`src/rtl/pc_fetch.sv`:
```
// Instruction fetch front end: holds the PC, issues one instruction-memory request
// at a time and presents the fetched word to decode with valid/ready handshaking.
module pc_fetch #(
  parameter logic [31:0] RESET_PC = 32'h0000_0000
) (
  input  logic        CLK,
  input  logic        rst,
  input  logic        PCWr,
  input  logic [31:0] target,
  output logic        imem_req,
  output logic [31:0] imem_addr,
  input  logic        imem_ack,
  input  logic [31:0] imem_rdata,
  output logic        inst_valid,
  input  logic        inst_ready,
  output logic [31:0] inst,
  output logic [31:0] inst_pc
);

  typedef enum logic [1:0] {
    IDLE,
    FETCH,
    VALID
  } state_t;

  state_t      state;
  logic [31:0] pc;
  logic [31:0] req_addr;
  logic        flush_pending;

  logic [31:0] tgt_word;
  logic [31:0] pc_next_seq;
  logic [31:0] refetch_addr;
  logic        unused_tgt_lsbs;

  assign tgt_word        = {target[31:2], 2'b00};
  assign pc_next_seq     = pc + 32'd4;
  assign refetch_addr    = PCWr ? tgt_word : pc;
  assign unused_tgt_lsbs = ^target[1:0];

  assign imem_addr = req_addr;

  // imem_req/inst_valid are registered alongside state so each equals a state decode.
  always_ff @(posedge CLK) begin
    if (rst) begin
      state         <= IDLE;
      pc            <= {RESET_PC[31:2], 2'b00};
      req_addr      <= {RESET_PC[31:2], 2'b00};
      flush_pending <= 1'b0;
      inst          <= '0;
      inst_pc       <= '0;
      imem_req      <= 1'b0;
      inst_valid    <= 1'b0;
    end else begin
      case (state)
        IDLE: begin
          if (PCWr) begin
            pc       <= tgt_word;
            req_addr <= tgt_word;
          end else begin
            req_addr <= pc;
          end
          state    <= FETCH;
          imem_req <= 1'b1;
        end

        FETCH: begin
          if (imem_ack) begin
            if (flush_pending || PCWr) begin
              // Stale response: drop it and start the corrected request next cycle.
              flush_pending <= 1'b0;
              pc            <= refetch_addr;
              req_addr      <= refetch_addr;
            end else begin
              inst       <= imem_rdata;
              inst_pc    <= req_addr;
              state      <= VALID;
              imem_req   <= 1'b0;
              inst_valid <= 1'b1;
            end
          end else if (PCWr) begin
            // Address must stay stable until the outstanding ack arrives.
            pc            <= tgt_word;
            flush_pending <= 1'b1;
          end
        end

        VALID: begin
          if (PCWr) begin
            pc         <= tgt_word;
            req_addr   <= tgt_word;
            state      <= FETCH;
            imem_req   <= 1'b1;
            inst_valid <= 1'b0;
          end else if (inst_ready) begin
            pc         <= pc_next_seq;
            req_addr   <= pc_next_seq;
            state      <= FETCH;
            imem_req   <= 1'b1;
            inst_valid <= 1'b0;
          end
        end

        default: begin
          state      <= IDLE;
          imem_req   <= 1'b0;
          inst_valid <= 1'b0;
        end
      endcase
    end
  end

endmodule

```
`config.mk`:
```
export PLATFORM = sky130hd
export DESIGN_NAME = pc_fetch
export DESIGN_NICKNAME = d
export VERILOG_FILES = /design/src/rtl/pc_fetch.sv
export SDC_FILE = /design/constraint.sdc
export NUM_CORES = 1
export LEC_CHECK = 0
export ABC_AREA = 1
export ABC_CLOCK_PERIOD_IN_PS = 2150
export BUFFER_PORTS_ARGS = -buffer_cell sky130_fd_sc_hd__buf_2
export CORE_ASPECT_RATIO = 0.7
export CORE_MARGIN = 5
export CORE_UTILIZATION = 34
export DETAILED_ROUTE_END_ITERATION = 16
export PLACE_DENSITY = 0.62
export SYNTH_ARGS = -nofsm -noshare
export SYNTH_HDL_FRONTEND = slang
export SYNTH_SLANG_ARGS = --single-unit
```
`constraint.sdc`:
```
create_clock -name CLK -period 2.15 [get_ports CLK]
set_input_delay 0.1075 -clock CLK [delete_from_list [all_inputs] [get_ports CLK]]
set_output_delay 0.1075 -clock CLK [all_outputs]
set_load 0.02 [all_outputs]
```
==> metrics.yaml, run 1 <==
die:
  fp.dieW_um: 171
  die-area_mm2: 0.0210
  core_area_mm2: 0.0179
  io_pins: 167
  rows: 41
  die_h_um: 123
  initial_core_util_pct: 34.5
min_path:
  hold_class: "primary input to register"
critical_path:
  crit_type: "register to register"
  arrival_ns: 2.20
  start_kind: "register"
  cp_max_fo: 41
  critPathCaptureType: "register"
  worstPathRequired_ns: 2.46
synth:
  ys_types: 31
  ys_seq_area_share_pct: 42.8
  synth_edf_count: 0
  syn_avg_cell_area_um2: 6.71
  synth_area_mm2: 0.00617
  ys_warn_count: 0
  ys_ff_latch: 132
  async_reset_ff_share_pct: 0
  synthCells: 920
  synthFlopType: "dfxtp_1"
  syn_nets: 990
route:
  route.met2.wl_um: 8140
  dr.pass1.iters: 5
  wire_per_inst_um: 14.3
  drt_iter0_markers: 622
  postRouteWirelength_um: 19300
  ant_nets: 0
  vias: 6485
  top_layer: "met4"
  wl_met1_um: 9660
  vias_per_cell: 4.80
  wl_met3_um: 1350
  drc: 0
pwr:
  power_frac_clock_pct: 43.6
  seqPwrFrac_pct: 41.2
  p_switching_mw: 2.07
  p_int_mw: 4.69
  irDropWorstVdd_v: 0.000573
  p_sw_share_pct: 30.6
  pwr-share-comb_pct: 15.3
  power.leakage_nw: 4.05
  powerDensity_mw_per_mm2: 837
  total_power_mw: 6.76
layout:
  drive_gt1_share_pct: 21.5
  fin_cells: 1350
  final_net_count: 1170
  mostFrequentLayoutCells: "nor2_1 (208), nand2_1 (165), buf_2 (164)"
  synthToLayoutAreaGrowth_pct: 30.9
  layout_commonest_cell: "nor2_1"
clocking:
  clk_path_buf_depth: 2
  clock_latency_ns: 0.42
  cts_buffers: 17
  path_clk_slew_ns: 0.07
  cts_resized: 0
  holdBufCountCts: 32
  root_buffer: "clkbuf_16"
  cts.sinks: 132
  post_cts_buffers: 0
  htree_num_levels: 4
  cts_tree: "yes"
global_route:
  antenna_found_initial: 0
  grt_pass1_vias: 6114
  grt_pass1_wl_um: 30800
  grt_util_all_layers_pct: 18.1
  grt_max_degree: 66
  grt-ovfl-total: 0
sta:
  period_needed_ns: 1.89
  max_freq_ghz: 0.528
  final_max_slew_viol_count: 0
  setup_tns_ns: 0
  rsz0062_at_grt: "no"
  slew-limit-headroom_pct: 51.4
  hold_viol: 0
  fin_crit_sh_pct: 88.1
  tightest_slew_ns: 0.729
  fin_skew_ns: 0.0152
  setup_violations: 0
place:
  port-buffer-count: 164
  place_congestion: 0.884
  dp_hpwl_um: 13100
  dp.cells: 1285
job:
  drv_cap: 0
outcome:
  status: "finished clean"
cell usage after synthesis, drive strengths merged (2+ instances only):
| master | instances | share of area [%] |
|---|---|---|
| nor2 | 219 | 15 |
| nand2 | 167 | 10 |
| dfxtp | 132 | 43 |
| o21ai | 113 | 9.2 |
| inv | 86 | 5.3 |
| nand3 | 69 | 5.9 |
| a21oi | 60 | 4.9 |
| buf | 31 | 3.3 |
| clkbuf | 17 | 1.0 |
| nor3 | 8 | 0.65 |
| nand4 | 6 | 0.61 |
| or2 | 6 | 0.61 |
| xor2 | 2 | 0.28 |
layout make-up:
| type | count | area, µm² |
|---|---|---|
| Clock inverter | 14 | 159 |
| Inverter | 86 | 328 |
| Clock buffer | 18 | 439 |
| Fill cell | 1840 | 9820 |
| Multi-Input combinational cell | 654 | 2940 |
| Timing Repair Buffer | 209 | 1280 |
| Tap cell | 236 | 295 |
| Antenna cell | 1 | 2.50 |
| Sequential cell | 132 | 2640 |
logic make-up after synthesis:
| logic type | count (synthesis) | share of synthesized area [%] |
|---|---|---|
| AO/OA/AOI/OAI | 175 | 14.3 |
| XOR/XNOR | 2 | 0.284 |
| adder cells (fa/ha/maj) | 1 | 0.203 |
| buffers and inverters | 134 | 9.65 |
| flip-flops | 132 | 42.8 |
| AND/OR/NAND/NOR | 476 | 32.7 |
power by group through the flow:
stage	sequential, mW	clock [mW]	combinational [mW]
after CTS	2.78	3.01	1.04
after floorplan	2.96	0	0.503
after global routing	2.80	3.13	1.16
after detailed placement	2.83	0	0.991
after global placement	2.83	0	0.979
final	2.78	2.95	1.03
worst max-delay path: stages (launching register included):
cell,delay (ns)
dfxtp_1,0.43
inv_2,0.10
nand2_4,0.12
nor2_8,0.07
inv_4,0.10
nor2_8,0.04
inv_2,0.07
nand3_4,0.17
inv_4,0.39
nand3_1,0.14
nand2_1,0.08
inv_1,0.03
final timing paths:
| check | from | endpoint | slack (ns) | cells after the start |
|---|---|---|---|---|
| hold / removal | target[8] | pc[8] | 0.009 | 3 |
| setup / recovery | state[0] | pc[14] | 0.26 | 11 |
| hold reg to reg | pc[1] | pc[1] | 0.46 | 2 |
| setup reg to reg | state[0] | pc[14] | 0.26 | 11 |
stage by stage:
stage	hold slack, ns	util [%]	area, µm²	setup WS, ns
finish	0.00878	45.1	8080	0.256
global route	0.0172	45.1	8080	0.0751
CTS	0.00225	45.1	8080	0.248
detailed placement	0.338	40.0	7160	0.268
global placement	0.329	40.0	7160	0.339
floorplan	0.242	-	6170	0.620
per-layer routing:
layer	up-vias	global-route usage [%]
li1	3300	-
met1	2955	25.8
met2	214	27.6
met3	16	4.64
met4	0	3.96
met5	-	0
flip-flops by register name (all words and copies together) (netlist names):
| signal | flops |
|---|---|
| state | 2 |
| inst | 32 |
| pc | 32 |
| inst_valid | 1 |
| imem_addr | 32 |
| inst_pc | 32 |
| flush_pending | 1 |
Note: power is estimated with default switching activity, not from simulation.
==> run 2, diff against run 1 <==
--- a/config.mk
+++ b/config.mk
@@ -12,6 +12,7 @@
 export CORE_MARGIN = 5
 export CORE_UTILIZATION = 34
 export DETAILED_ROUTE_END_ITERATION = 16
+export HOLD_SLACK_MARGIN = 0.02
 export PLACE_DENSITY = 0.62
 export SYNTH_ARGS = -nofsm -noshare
 export SYNTH_HDL_FRONTEND = slang
==> metrics.yaml, run 2 (synthesized netlist as in run 1, its figures left out) <==
route:
  wire_per_inst_um: 14.2  # -0.43%
  postRouteWirelength_um: 19300  # about the same
  vias: 6489  # +0.062%
  drc: 0  # unchanged
  vias_per_cell: 4.79  # -0.38%
  ant_nets: 0  # unchanged
  drt_iter0_markers: 590  # -5.1%
  dr.pass1.iters: 5  # unchanged
job:
  drv_cap: 0  # unchanged
layout:
  final_cell_area_mm2: 0.00815  # +0.84%
  diodes: 0  # -1
  mostFrequentLayoutCells: "nor2_1 (208), nand2_1 (165), buf_2 (164)"
  drive_gt1_share_pct: 21.3  # -0.13 points
  final_net_count: 1177  # +0.60%
  layout_commonest_cell: "nor2_1"
  synthToLayoutAreaGrowth_pct: 32.0
  nFillCells: 1833  # -0.38%
sta:
  tightest_slew_ns: 0.727  # -0.00148 ns
  setup_violations: 0  # unchanged
  hold-worst-slack_ns: 0.0313  # +0.0226 ns
  slew-limit-headroom_pct: 51.5  # +0.099 points
  rsz0062_at_grt: "no"
  setup_tns_ns: 0  # unchanged
  final_max_slew_viol_count: 0  # unchanged
  fin_crit_sh_pct: 87.8  # -0.30 points
  max_freq_ghz: 0.530  # +0.34%
  fin_skew_ns: 0.0141  # -0.00113 ns
  period_needed_ns: 1.89  # -0.00638 ns
  hold_viol: 0  # unchanged
clocking:
  htree_num_levels: 4  # unchanged
  clock_latency_ns: 0.42  # about the same
  cts_buffers: 17  # unchanged
  cts_resized: 0  # unchanged
  post_cts_buffers: 0  # unchanged
  root_buffer: "clkbuf_16"
  clk_path_buf_depth: 2  # unchanged
  cts.sinks: 132  # unchanged
  path_clk_slew_ns: 0.07  # about the same
  cts_tree: "yes"
  holdBufCountCts: 39  # +22%
critical_path:
  arrival_ns: 2.19  # about the same
  worstPathCellList: "inv_2 > nand2_4 > nor2_8 > inv_4 > nor2_8 > inv_2 > nand3_4 > inv_4 > nand3_1 > nand2_1 > inv_1"
  cp_max_fo: 41  # unchanged
  worstPathRequired_ns: 2.45  # about the same
  crit_path_top_delay_cell: "dfxtp_1"
  cpPeakStageDelay_ns: 0.43  # about the same
  worstPathBufferInverterCount: 5  # unchanged
  crit_type: "register to register"
  critPathCaptureType: "register"
  crit_family: "buffers and inverters"
  start_kind: "register"
global_route:
  grt_pass1_vias: 6138  # +0.39%
  grt_util_all_layers_pct: 18.1  # unchanged
  grt_max_degree: 66  # unchanged
  antenna_found_initial: 0  # unchanged
  grt-ovfl-total: 0  # unchanged
  grt_pass1_wl_um: 30800  # +0.13%
place:
  port-buffer-count: 164  # unchanged
  dp_hpwl_um: 13100  # unchanged
  place_congestion: 0.884  # unchanged
  dpl_cell_area_mm2: 0.00716  # unchanged
die:
  core_area_mm2: 0.0179  # unchanged
  rows: 41  # unchanged
  io_pins: 167  # unchanged
  initial_core_util_pct: 34.5  # unchanged
  die_h_um: 123  # unchanged
  fp.dieW_um: 171  # unchanged
  die-area_mm2: 0.0210  # unchanged
outcome:
  status: "finished clean"
pwr:
  power.leakage_nw: 4.08  # +0.72%
  irDropWorstVdd_v: 0.000573  # about the same
  powerDensity_mw_per_mm2: 831  # -0.69%
min_path:
  hold_class: "primary input to register"
[run 2: path summary, 6_finish.rpt]
kind	from	endpoint	slack [ns]	cells past startpoint
max reg2reg	state[0]	pc[14]	0.26	11
min reg2reg	pc[1]	pc[1]	0.46	2
max	state[0]	pc[14]	0.26	11
min	target[9]	pc[9]	0.03	3
[run 2: report_power, final]
group	internal [mW]	switching, mW
registers	2.63	0.152
logic	0.383	0.660
clock network	1.68	1.26
[run 2: area by class of cell]
class / instances / area, µm² / share of cell area, %
inverters: 86 / 328 / 4.02
clock buffers: 18 / 439 / 5.39
multi-input cells: 654 / 2940 / 36.1
well taps: 236 / 295 / 3.62
flip-flops and latches: 132 / 2640 / 32.4
clock inverters: 14 / 159 / 1.95
repair buffers: 216 / 1350 / 16.5
[run 2: per-layer routing]
layer | vias to the layer above | track usage (%) | routed length [µm]
met5 | - | 0 | 0
met4 | 0 | 3.61 | 138
met3 | 14 | 4.64 | 1490
met2 | 221 | 27.8 | 8120
met1 | 2943 | 25.8 | 9560
li1 | 3311 | - | -
[run 2: per-stage QoR]
| stage | utilization [%] | total power [mW] | setup slack (ns) | cells |
|---|---|---|---|---|
| after detailed placement | 40.0 | 3.82 | 0.268 | 1285 |
| after CTS | 45.5 | 6.84 | 0.248 | 1356 |
| after global routing | 45.5 | 7.10 | 0.0751 | 1356 |
| after floorplan | - | 3.46 | 0.620 | 920 |
| after global placement | 40.0 | 3.81 | 0.339 | 1285 |
| final | 45.5 | 6.77 | 0.262 | 1356 |
[run 2: worst reg2reg max path: cells and delay by family (launching register included)]
family                 cells  cell delay, ns
buffers and inverters      5            0.70
DFF                        1            0.43
and+or+nand+nor            6            0.64
==> run 3, diff against run 2 <==
--- a/config.mk
+++ b/config.mk
@@ -13,7 +13,8 @@
 export CORE_UTILIZATION = 34
 export DETAILED_ROUTE_END_ITERATION = 16
 export HOLD_SLACK_MARGIN = 0.02
-export PLACE_DENSITY = 0.62
+export PLACE_DENSITY = 0.58
+export SETUP_SLACK_MARGIN = 0.5
 export SYNTH_ARGS = -nofsm -noshare
 export SYNTH_HDL_FRONTEND = slang
 export SYNTH_SLANG_ARGS = --single-unit
==> metrics.yaml, run 3 (synthesized netlist as in run 1, its figures left out) <==
route:
  ant_nets: 0  # unchanged
  vias: 6505  # +0.25%
  drt_iter0_markers: 455  # -23%
  postRouteWirelength_um: 19800  # +2.7%
  wire_per_inst_um: 14.5  # +1.9%
  drc: 0  # unchanged
  vias_per_cell: 4.76  # -0.56%
  dr.pass1.iters: 5  # unchanged
global_route:
  grt_max_degree: 66  # unchanged
  grt_most_used_layer: "met1"
  grt_use_met2_pct: 26.8  # -0.96 points
  use_met3_pct: 4.64  # unchanged
  grt-ovfl-total: 0  # unchanged
  antenna_found_initial: 0  # unchanged
  grt_util_all_layers_pct: 18.6  # +0.50 points
  grt_pass1_vias: 6087  # -0.83%
  grt_pass1_wl_um: 31300  # +1.7%
  met1_usage_pct: 27.7  # +1.9 points
sta:
  tightest_slew_ns: 0.524  # -0.204 ns
  rsz0062_at_grt: "yes"
  max_freq_ghz: 0.639  # +21%
  setup_violations: 0  # unchanged
  fin_skew_ns: 0.0108  # -0.00321 ns
  period_needed_ns: 1.56  # -0.323 ns
  slew-limit-headroom_pct: 65.1  # +14 points
  hold_viol: 0  # unchanged
  final_max_slew_viol_count: 0  # unchanged
  setup_tns_ns: 0  # unchanged
  fin_crit_sh_pct: 72.8  # -15 points
pwr:
  p_int_mw: 4.75  # +1.1%
  power.leakage_nw: 4.17  # +2.3%
  seqPwrFrac_pct: 40.7  # -0.4 points
  power_frac_clock_pct: 43.0  # -0.5 points
  powerDensity_mw_per_mm2: 806  # -3.0%
  pwr-share-comb_pct: 16.3  # +0.9 points
  irDropWorstVdd_v: 0.000443  # -23%
  total_power_mw: 6.86  # +1.3%
  p_sw_share_pct: 30.8  # +0.20 points
  p_switching_mw: 2.12  # +2.0%
clocking:
  root_buffer: "clkbuf_16"
  htree_num_levels: 4  # unchanged
  clk_path_buf_depth: 2  # unchanged
  cts_buffers: 17  # unchanged
  clock_latency_ns: 0.42  # about the same
  cts.sinks: 132  # unchanged
  path_clk_slew_ns: 0.07  # about the same
  cts_tree: "yes"
critical_path:
  critPathCaptureType: "register"
  arrival_ns: 1.89  # -0.30 ns
  start_kind: "register"
  cpPeakStageDelay_ns: 0.37  # -0.06 ns
  worstPathRequired_ns: 2.47  # +0.02 ns
  worstPathCellList: "inv_6 > nand2_8 > nor2_8 > inv_4 > nor2_8 > nor2_4 > buf_4 > clkbuf_16 > nor2_1 > nor2_1 > nand2_1 > inv_1"
  crit_type: "register to register"
  worstPathBufferInverterCount: 5  # unchanged
  crit_path_top_delay_cell: "dfxtp_4"
  cp_max_fo: 15  # -63%
  crit_family: "simple AND/OR/NAND/NOR gates"
layout:
  diodes: 0  # unchanged
  final_net_count: 1188  # +0.93%
  layout_commonest_cell: "nor2_1"
  drive_gt1_share_pct: 26.9  # +5.5 points
  synthToLayoutAreaGrowth_pct: 37.9
  fin_util_pct: 47.6  # +2.0 points
  mostFrequentLayoutCells: "nor2_1 (192), buf_2 (164), nand2_1 (152)"
place:
  dp_hpwl_um: 13200  # +0.37%
  port-buffer-count: 164  # unchanged
  place_congestion: 0.896  # +1.4%
outcome:
  status: "finished clean"
die:
  core_area_mm2: 0.0179  # unchanged
  fp.dieW_um: 171  # unchanged
  io_pins: 167  # unchanged
  rows: 41  # unchanged
  die_h_um: 123  # unchanged
  die-area_mm2: 0.0210  # unchanged
  initial_core_util_pct: 34.5  # unchanged
job:
  drv_cap: 0  # unchanged
min_path:
  hold_class: "primary input to register"
[run 3: cell types whose count changed in the layout (fill, tap and decap cells not counted), moves of 6 or more]
cell,change
dfxtp_1,-19
nand2_2,+13
nand2_1,-13
dfxtp_2,+13
nor2_1,-16
nor2_2,+12
dfxtp_4,+6
[run 3: cell type report]
cell class	count	area, µm²
sequential	132	2680
inverter	86	343
timing repair buffer	227	1500
fill	1809	9390
clock buffer	18	439
tap	236	295
multi-input combinational	654	3100
clock inverter	14	159
[run 3: worst register-to-register path, stage by stage (launching register included)]
cell and delay [ns]:
dfxtp_4 0.37, inv_6 0.08, nand2_8 0.07, nor2_8 0.13
inv_4 0.06, nor2_8 0.11, nor2_4 0.07, buf_4 0.14
clkbuf_16 0.17, nor2_1 0.11, nor2_1 0.05, nand2_1 0.08
inv_1 0.03
[run 3: path summary, 6_finish.rpt]
kind	start	endpoint	slack [ns]	depth (start not counted)
worst max register to register	state[0]	imem_addr[26]	0.59	12
worst max-delay path	state[0]	imem_addr[26]	0.59	12
worst min register to register	pc[0]	pc[0]	0.46	2
worst min-delay path	target[13]	imem_addr[13]	0.02	3
[run 3: metrics by stage]
stage / cell area, µm² / cells / worst slack (ns) / hold WS [ns]
after detailed placement: 7160 / 1285 / 0.390 / 0.335
after global placement: 7160 / 1285 / 0.395 / 0.328
after floorplan: 6170 / 920 / 0.620 / 0.242
after CTS: 8260 / 1361 / 0.511 / 0.0205
final: 8510 / 1367 / 0.586 / 0.0162
after global routing: 8510 / 1367 / 0.467 / 0.0399
[run 3: timing repair]
action                     CTS  global route
hold endpoints to repair    45             0
setup endpoints to repair   95            61
cloned                       1             1
pin swaps                    1            18
hold buffers                43             0
buffers inserted             0             5
resized for setup           17            72
[run 3: power groups by stage]
| stage | Clock [mW] | Combinational (mW) | Sequential (mW) |
|---|---|---|---|
| after floorplan | 0 | 0.503 | 2.96 |
| after global placement | 0 | 0.976 | 2.84 |
| after detailed placement | 0 | 0.983 | 2.83 |
| after CTS | 3.02 | 1.08 | 2.79 |
| after global routing | 3.13 | 1.25 | 2.82 |
| final | 2.95 | 1.12 | 2.79 |
[run 3: layer usage]
| layer | vias up | share of wire, % |
|---|---|---|
| met5 | - | 0 |
| met4 | 0 | 0.96 |
| met3 | 18 | 7.5 |
| met2 | 206 | 42 |
| met1 | 2938 | 49 |
| li1 | 3343 | - |
